--- src/rtl/match_sequencer_pkg.sv ---
// Shared types for the duel-game match sequencer: phases, round results and HP sizing.
// Pure declarations; no timing or flow control of its own.
package match_sequencer_pkg;

   typedef enum logic [2:0] {
      PH_IDLE       = 3'd0,
      PH_COUNTDOWN  = 3'd1,
      PH_PLAY       = 3'd2,
      PH_PAUSE      = 3'd3,
      PH_ROUND_END  = 3'd4,
      PH_MATCH_WIN  = 3'd5,
      PH_MATCH_LOSE = 3'd6
   } phase_e;

   typedef enum logic [1:0] {
      RES_NONE   = 2'd0,
      RES_PLAYER = 2'd1,
      RES_ENEMY  = 2'd2,
      RES_DRAW   = 2'd3
   } result_e;

   localparam int HP_MAX = 3;
   localparam int HP_W   = $clog2(HP_MAX + 1);

   // Timeout verdict: the side with more HP left takes the round.
   function automatic result_e hp_compare(input logic [HP_W-1:0] php, input logic [HP_W-1:0] ehp);
      result_e r;
      if (php > ehp)      r = RES_PLAYER;
      else if (ehp > php) r = RES_ENEMY;
      else                r = RES_DRAW;
      return r;
   endfunction

endpackage

--- src/rtl/match_sequencer_sec_timer.sv ---
// Frame divider feeding a seconds down-counter that parks at zero; expire is high while at zero.
// Load takes effect next clk and wins over counting; no backpressure, tick is a bare pulse.
module sec_timer #(
   parameter int FPS   = 60,
   parameter int SEC_W = 7
) (
   input  logic             clk,
   input  logic             rst,
   input  logic             load,
   input  logic [SEC_W-1:0] load_val,
   input  logic             run,
   input  logic             tick,
   output logic [SEC_W-1:0] sec,
   output logic             expire
);

   localparam int FR_W = (FPS > 1) ? $clog2(FPS) : 1;

   logic [FR_W-1:0] frame;

   always_ff @(posedge clk) begin
      if (rst) begin
         frame <= '0;
         sec   <= '0;
      end else if (load) begin
         frame <= '0;
         sec   <= load_val;
      end else if (run && tick) begin
         if (frame == FR_W'(FPS - 1)) begin
            frame <= '0;
            if (sec != '0) sec <= sec - 1'b1;
         end else begin
            frame <= frame + 1'b1;
         end
      end
   end

   assign expire = (sec == '0);

endmodule

--- src/rtl/match_sequencer.sv ---
// Duel-game match scheduler: phases, round scoring, round clock and datapath enable/re-arm.
// All outputs registered; button edges act one clk after the rise; no backpressure.
module match_sequencer
   import match_sequencer_pkg::*;
#(
   parameter int ROUNDS_TO_WIN = 2,
   parameter int FPS           = 60,
   parameter int COUNTDOWN_SEC = 3,
   parameter int ROUND_SEC     = 90,
   parameter int RESULT_FRAMES = 120
) (
   input  logic            clk,
   input  logic            rst,
   input  logic            i_frame_tick,
   input  logic            i_select,
   input  logic            i_pause,
   input  logic [HP_W-1:0] i_player_hp,
   input  logic [HP_W-1:0] i_enemy_hp,
   output phase_e          o_phase,
   output logic            o_play_en,
   output logic            o_round_rst,
   output logic [2:0]      o_round_num,
   output logic [1:0]      o_player_wins,
   output logic [1:0]      o_enemy_wins,
   output logic [6:0]      o_time_left,
   output result_e         o_round_result
);

   localparam int HOLD_W = (RESULT_FRAMES > 1) ? $clog2(RESULT_FRAMES + 1) : 1;

   phase_e      state, state_nxt;
   result_e     result, result_nxt, round_res;
   logic [2:0]  round_num, rn_nxt;
   logic [1:0]  pw, pw_nxt, ew, ew_nxt;
   logic        play_en_q, round_rst_q, round_rst_nxt;
   logic        sel_q, sel_prev, pau_q, pau_prev, sel_edge, pau_edge;
   logic        tmr_load, tmr_run, expire;
   logic [6:0]  tmr_val, sec;
   logic [HOLD_W-1:0] hold_cnt;
   logic        hold_done;

   always_ff @(posedge clk) begin
      if (rst) begin
         sel_q    <= 1'b0;
         sel_prev <= 1'b0;
         pau_q    <= 1'b0;
         pau_prev <= 1'b0;
      end else begin
         sel_q    <= i_select;
         sel_prev <= sel_q;
         pau_q    <= i_pause;
         pau_prev <= pau_q;
      end
   end

   assign sel_edge = sel_q & ~sel_prev;
   assign pau_edge = pau_q & ~pau_prev;
   assign tmr_run  = (state == PH_COUNTDOWN) || (state == PH_PLAY);

   sec_timer #(.FPS(FPS), .SEC_W(7)) u_sec_timer (
      .clk      (clk),
      .rst      (rst),
      .load     (tmr_load),
      .load_val (tmr_val),
      .run      (tmr_run),
      .tick     (i_frame_tick),
      .sec      (sec),
      .expire   (expire)
   );

   // Banner hold restarts from zero every time ROUND_END is entered.
   always_ff @(posedge clk) begin
      if (rst || state != PH_ROUND_END) hold_cnt <= '0;
      else if (i_frame_tick)           hold_cnt <= hold_cnt + 1'b1;
   end

   assign hold_done = i_frame_tick && (hold_cnt == HOLD_W'(RESULT_FRAMES - 1));

   always_comb begin
      state_nxt     = state;
      result_nxt    = result;
      rn_nxt        = round_num;
      pw_nxt        = pw;
      ew_nxt        = ew;
      tmr_load      = 1'b0;
      tmr_val       = '0;
      round_rst_nxt = 1'b0;
      round_res     = RES_NONE;
      unique case (state)
         PH_IDLE: if (sel_edge) begin
            state_nxt     = PH_COUNTDOWN;
            pw_nxt        = '0;
            ew_nxt        = '0;
            rn_nxt        = 3'd1;
            result_nxt    = RES_NONE;
            round_rst_nxt = 1'b1;
            tmr_load      = 1'b1;
            tmr_val       = 7'(COUNTDOWN_SEC);
         end
         PH_COUNTDOWN: if (expire) begin
            state_nxt  = PH_PLAY;
            result_nxt = RES_NONE;
            tmr_load   = 1'b1;
            tmr_val    = 7'(ROUND_SEC);
         end
         PH_PLAY: begin
            // A knockout outranks the clock running out in the same cycle.
            if (i_player_hp == '0 && i_enemy_hp == '0) round_res = RES_DRAW;
            else if (i_player_hp == '0)                round_res = RES_ENEMY;
            else if (i_enemy_hp == '0)                 round_res = RES_PLAYER;
            else if (expire)                           round_res = hp_compare(i_player_hp, i_enemy_hp);
            if (round_res != RES_NONE) begin
               state_nxt  = PH_ROUND_END;
               result_nxt = round_res;
               if (round_res == RES_PLAYER) pw_nxt = pw + 2'd1;
               if (round_res == RES_ENEMY)  ew_nxt = ew + 2'd1;
            end else if (pau_edge) begin
               state_nxt = PH_PAUSE;
            end
         end
         PH_PAUSE: begin
            if (sel_edge) begin
               state_nxt  = PH_IDLE;
               rn_nxt     = '0;
               pw_nxt     = '0;
               ew_nxt     = '0;
               result_nxt = RES_NONE;
               tmr_load   = 1'b1;
            end else if (pau_edge) begin
               state_nxt = PH_PLAY;
            end
         end
         PH_ROUND_END: if (hold_done) begin
            if (pw == 2'(ROUNDS_TO_WIN))      state_nxt = PH_MATCH_WIN;
            else if (ew == 2'(ROUNDS_TO_WIN)) state_nxt = PH_MATCH_LOSE;
            else begin
               state_nxt     = PH_COUNTDOWN;
               rn_nxt        = (round_num == 3'd7) ? 3'd7 : round_num + 3'd1;
               round_rst_nxt = 1'b1;
               tmr_load      = 1'b1;
               tmr_val       = 7'(COUNTDOWN_SEC);
            end
         end
         PH_MATCH_WIN, PH_MATCH_LOSE: if (sel_edge) begin
            state_nxt  = PH_IDLE;
            rn_nxt     = '0;
            pw_nxt     = '0;
            ew_nxt     = '0;
            result_nxt = RES_NONE;
            tmr_load   = 1'b1;
         end
         default: state_nxt = PH_IDLE;
      endcase
   end

   always_ff @(posedge clk) begin
      if (rst) begin
         state       <= PH_IDLE;
         result      <= RES_NONE;
         round_num   <= '0;
         pw          <= '0;
         ew          <= '0;
         play_en_q   <= 1'b0;
         round_rst_q <= 1'b0;
      end else begin
         state       <= state_nxt;
         result      <= result_nxt;
         round_num   <= rn_nxt;
         pw          <= pw_nxt;
         ew          <= ew_nxt;
         play_en_q   <= (state_nxt == PH_PLAY);
         round_rst_q <= round_rst_nxt;
      end
   end

   assign o_phase        = state;
   assign o_play_en      = play_en_q;
   assign o_round_rst    = round_rst_q;
   assign o_round_num    = round_num;
   assign o_player_wins  = pw;
   assign o_enemy_wins   = ew;
   assign o_time_left    = sec;
   assign o_round_result = result;

endmodule

--- config.mk ---
export PLATFORM = sky130hd
export DESIGN_NAME = match_sequencer
export DESIGN_NICKNAME = d
export VERILOG_FILES = /design/src/rtl/match_sequencer_pkg.sv /design/src/rtl/match_sequencer_sec_timer.sv /design/src/rtl/match_sequencer.sv
export SDC_FILE = /design/constraint.sdc
export NUM_CORES = 1
export LEC_CHECK = 0
export BUFFER_PORTS_ARGS = -buffer_cell sky130_fd_sc_hd__buf_2
export CAP_MARGIN = 10
export CORE_ASPECT_RATIO = 0.9
export CORE_MARGIN = 2
export CORE_UTILIZATION = 55
export DETAILED_ROUTE_END_ITERATION = 6
export PLACE_DENSITY = 0.85
export SKIP_CTS_REPAIR_TIMING = 1
export SYNTH_ARGS = -nofsm -noshare
export SYNTH_HDL_FRONTEND = slang
export SYNTH_SLANG_ARGS = --single-unit
--- constraint.sdc ---
create_clock -name clk -period 2.1 [get_ports clk]
set_input_delay 0.42 -clock clk [delete_from_list [all_inputs] [get_ports clk]]
set_output_delay 0.42 -clock clk [all_outputs]
set_load 0.03 [all_outputs]
Yosys cells after proc, flatten, opt, wreduce, memory -nomap -nowiden:

Index checks and enable logic that the tools add are counted.

* bits in read-only memories: 0
* logic and storage cells: 130
* bits in latches: 0
* input bits: 9
* bits in writable memories: 0
* memories kept: 0
* register bits after elaboration: 38

* reductions and logical operators: 26
* mux-type cells: 53
* divide/modulo/power cells: 0
* bitwise gates (word level): 4
* shift operators: 0
* equality and inequality tests: 25
* magnitude comparators: 2
* multiply operators: 0
* $add $sub $neg: 6

Operators by type and width (count)
* $mux 3: 16
* $mux 7: 5
* $mux 2: 17
* $pmux 7 s3: 1
* $pmux 3 s6: 1
* $eq 3x3->1 const B: 4
* $reduce_and 4->1: 3
* $ne 2x1->1 const B: 5
* $ne 2x2->1 const B: 5
* $reduce_bool 2->1: 5
* $eq 3x2->1 const B: 3
* $pmux 3 s3: 1
* $pmux 2 s2: 2
* $add 7x1->7 const B: 1
* $eq 7x7->1 const B: 1
* $logic_not 7->1: 1
* $reduce_bool 7->1: 1
* $sub 7x1->7 const B: 1
* $add 6x1->6 const B: 1
* $eq 2x2->1 const B: 3
* $eq 6x6->1 const B: 1
* $mux 1: 6
* $mux 6: 1
* $pmux 2 s3: 1
* other kinds (20): 30

Longest topological paths before layout:

* word-level depth: 12
* gate-level depth with buffers: 8
* gate-level depth less buffers: 7

Cells and area by module:

From an unflattened synthesis, not the netlist that was laid out.

* cell total of the unflattened synthesis: 246
* area total of the unflattened synthesis: 2145.8 sq um

Modules (own cells, without submodules)
* match_sequencer: cells each 166, area an instance 1432.6 sq um, times used 1, seq. area each 500.5 sq um
* sec_timer: cells each 80, area an instance 713.2 sq um, times used 1, seq. area each 260.2 sq um

Worst setup path before layout:

OpenSTA, ideal clock, no wires.

* path type: reg2reg
* from: register u_sec_timer.sec[0]
* to: register state[0] (netlist: o_phase[0])
* stages on the path, launching flop included: 9
* buffers on the path: 1
* slack: 111 ps
* clock period less this slack: 1989 ps
* setup time: 115 ps
* arrival time: 1874 ps
* path through: dfxtp_1 -> inv_1 -> ha_1 -> or3b_4 -> nor2_4 -> buf_6 -> nor3_1 -> o32a_1 -> o21a_1

* word-level cells in the longest chain between the ends: 9
* elaborated cells on any way between the ends: 10

RTL lines
* from (decl): line match_sequencer_sec_timer.sv:13 `output logic [SEC_W-1:0] sec,`
* from (signal assigned): line match_sequencer_sec_timer.sv:27 `sec <= load_val;`
* from (signal assigned): line match_sequencer_sec_timer.sv:31 `if (sec != '0) sec <= sec - 1'b1;`
* $logic_not 7->1 (*): line match_sequencer_sec_timer.sv:38 `assign expire = (sec == '0);`
* $mux 2: line match_sequencer.sv:111 `else if (expire) round_res = hp_compare(i_player_hp, i_enemy_hp);`
* $mux 2: line match_sequencer.sv:110 `else if (i_enemy_hp == '0) round_res = RES_PLAYER;`
* $mux 2: line match_sequencer.sv:109 `else if (i_player_hp == '0) round_res = RES_ENEMY;`
* $mux 2: line match_sequencer.sv:108 `if (i_player_hp == '0 && i_enemy_hp == '0) round_res = RES_DRAW;`
* $mux 2: line match_sequencer.sv:89 `unique case (state)`
* $reduce_bool 2->1: line match_sequencer.sv:112 `if (round_res != RES_NONE) begin`
* $mux 3: line match_sequencer.sv:112
* $pmux 3 s6 (*): line match_sequencer.sv:89
* to (signal assigned): line match_sequencer.sv:166 `state <= state_nxt;`
* to (decl): line match_sequencer.sv:31 `phase_e state, state_nxt;`

Mark *: on every way between the ends. The rest lies on a longest branch, timed or not. The select of a mux whose other input is x is not followed.
A chain may end at the register's enable or synchronous reset.

Worst setup path in the final report:

Same ends and word-level chain as after synthesis.

==> out/metrics.cfg <==
[clock_network]
cts-root-buf = clkbuf_8
cts_tree = built
cts_buffers = 5
htree_num_levels = 2
clock_latency_ns = 0.29
clk_pin_slew_ns = 0.08
clock_path_buffers = 2
clock_sinks = 38

[cells_and_area]
n_fill_cell = 328
post-route-util = 0.6697
post_layout_nonfiller_instances = 331
antenna_cells = 0
final_nets = 301
seq_area_sq_um = 760.7
drive_gt1_frac = 0.2316
multi_input_area_sq_um = 1287
design_area_sq_um = 2499
area_growth_pct = 15.97

[synthesis]
synth.cell_area_sq_um = 2155
async_reset_ff_frac = 0
synth_nets = 263
ys_warn_count = 0
ys_ff_latch = 38
syn_avg_cell_area_sq_um = 8.758
synth_area_leaders = dfxtp_1 35%, nor2_1 4.7%, ha_1 4.6%
synth_top_area_frac = 0.3531
synth_cell_types = 60
synth-main-ff-cell = dfxtp_1
ys_seq_area_frac = 0.3531
synth_cells = 246
synth_largest_area_cell = dfxtp_1
synth_edf_count = 0

[power_and_ir_drop]
total_power_mw = 1.766
worst_ir_drop_vdd_mv = 0.4395
power_density_nw_per_um2 = 707.0
power.leakage_nw = 1.022

[drt]
drtIter0Drc = 140
post-route-drc-count = 0
finalWirelength_mm = 4.914
wl_per_cell_um = 14.85
via_count = 1976
drtAntennaViolNets = 0
vias_per_cell = 5.970
drt_pass1_iterations = 4

[place]
port_buffers = 29
dpl_cell_area_sq_um = 2379
place_congestion = 0.9145
hpwl_mm = 3.537
placedCellCount = 323

[timing]
max_freq_mhz = 489.5
period_share = 0.9729
max_slew_margin = 0.6556
hold_violations = 0
finClkSkew_ns = 0.006985
tightest_slew_ns = 0.5101
finalSetupViolations = 0
min_period_ns = 2.043
drv_slew = 0

[grt]
grt_pass1_wl_mm = 8.231
grt_pass1_vias = 1813
antenna_found_initial = 0
grt_max_degree = 17
grt_usage = 0.2315
grt_overflow = 0

[setup_path]
end_kind = register
start_kind = register
crit_required_ns = 2.29
critPathMaxFanout = 11
crit_type = register to register
cp.arrival_ns = 2.23

[status]
status = complete, no violations

[min_path]
holdCritPathClass = input pin to register

[die]
coreArea_sq_um = 3731
die_area_sq_um = 4435
fp-row-count = 21
die-width_um = 69.98
initial_utilization = 0.5775
io_pins = 30
die_h_um = 63.38

[flow_run]
maxCapViolations = 0

==> final timing paths <==
path,from,to,slack [ns],cells after the start
worst max register to register,u_sec_timer.sec[0]$_SDFFE_PP0P_,o_phase[0]$_SDFF_PP0_,0.06,7
worst max-delay path,u_sec_timer.sec[0]$_SDFFE_PP0P_,o_phase[0]$_SDFF_PP0_,0.06,7
worst min register to register,o_round_result[0]$_SDFFE_PP0P_,o_round_result[0]$_SDFFE_PP0P_,0.46,2
worst min-delay path,i_select,sel_q$_SDFF_PP0_,0.34,2
==> power by group <==
part,internal [mW],switching [mW]
clock,0.350,0.267
combinational,0.147,0.236
sequential,0.744,0.0233
==> sequential cells by signal, indices dropped and copies added, names as in the netlist <==
signal	flops
o_round_result	2
pau_q	1
sel_q	1
o_enemy_wins	2
o_player_wins	2
o_round_rst	1
hold_cnt	7
o_phase	3
u_sec_timer.frame	6
sel_prev	1
u_sec_timer.sec	7
pau_prev	1
o_round_num	3
o_play_en	1
==> worst max-delay path, cell delays in order (launching register included) <==
cell and delay [ns]:
dfxtp_1 0.33, inv_1 0.06, ha_1 0.19, or3b_4 0.44, nor2_4 0.23, nor3_2 0.10, o32a_1 0.39, o21a_1 0.20
==> stage by stage <==
step	TNS, ns	worst slack (ns)	hold slack (ns)
6_report	0	0.05690	0.3385
4_1_cts	0	0.05602	0.3370
3_3_place_gp	0	0.09401	0.4540
2_1_floorplan	0	0.1113	0.4392
3_5_place_dp	0	0.07947	0.4510
5_1_grt	-0.2552	-0.1087	0.3604
==> cells by family after synthesis <==
kind of cell / after synthesis / share of synthesized area
fa+ha+maj: 9 / 0.05111
flops: 38 / 0.3531
compound gates: 51 / 0.1748
xor+xnor: 14 / 0.06388
simple gates: 109 / 0.2886
mux: 3 / 0.01394
buf+inv: 22 / 0.05459
==> cells in the final DEF (no fill, tap or decap), types with 4 or more instances in the layout <==
cell	instances
buf_2	29
nor2_1	27
nand4_1	6
a21oi_1	9
nand2_1	19
ha_1	8
nor4_1	4
xor2_1	7
o21ai_0	8
xnor2_1	6
nand3_1	5
dfxtp_1	38
clkbuf_8	5
buf_4	13
or3_1	4
nor3_1	8
inv_1	11
nand2b_1	4
nor2b_1	7
==> area by class of cell <==
cell class,count,area share
timing repair buffer,42,0.09715
tap,46,0.02303
clock inverter,3,0.01602
inverter,11,0.01652
multi-input combinational,186,0.5153
clock buffer,5,0.02754
sequential,38,0.3045
==> cell usage after synthesis (all sizes together) (3+ instances only) <==
master	instances
dfxtp	38
nor2	28
nand2	19
inv	11
nor3	11
a21oi	9
o21ai	9
buf	8
ha	8
nor2b	7
xor2	7
nand4	6
xnor2	6
nand2b	5
nand3	5
nor3b	4
nor4	4
o22ai	4
or3	4
a31oi	3
clkbuf	3
mux2i	3
o21a	3
or2	3
or3b	3
==> layer usage <==
layer | up-vias | track usage | wire length [um]
met2 | 74 | 0.3595 | 2270
met4 | 0 | 0.08413 | 125
met3 | 17 | 0.04960 | 298
met1 | 909 | 0.3171 | 2219
li1 | 976 | - | -
met5 | - | 0 | 0
Note: power is estimated with default switching activity, not from simulation.
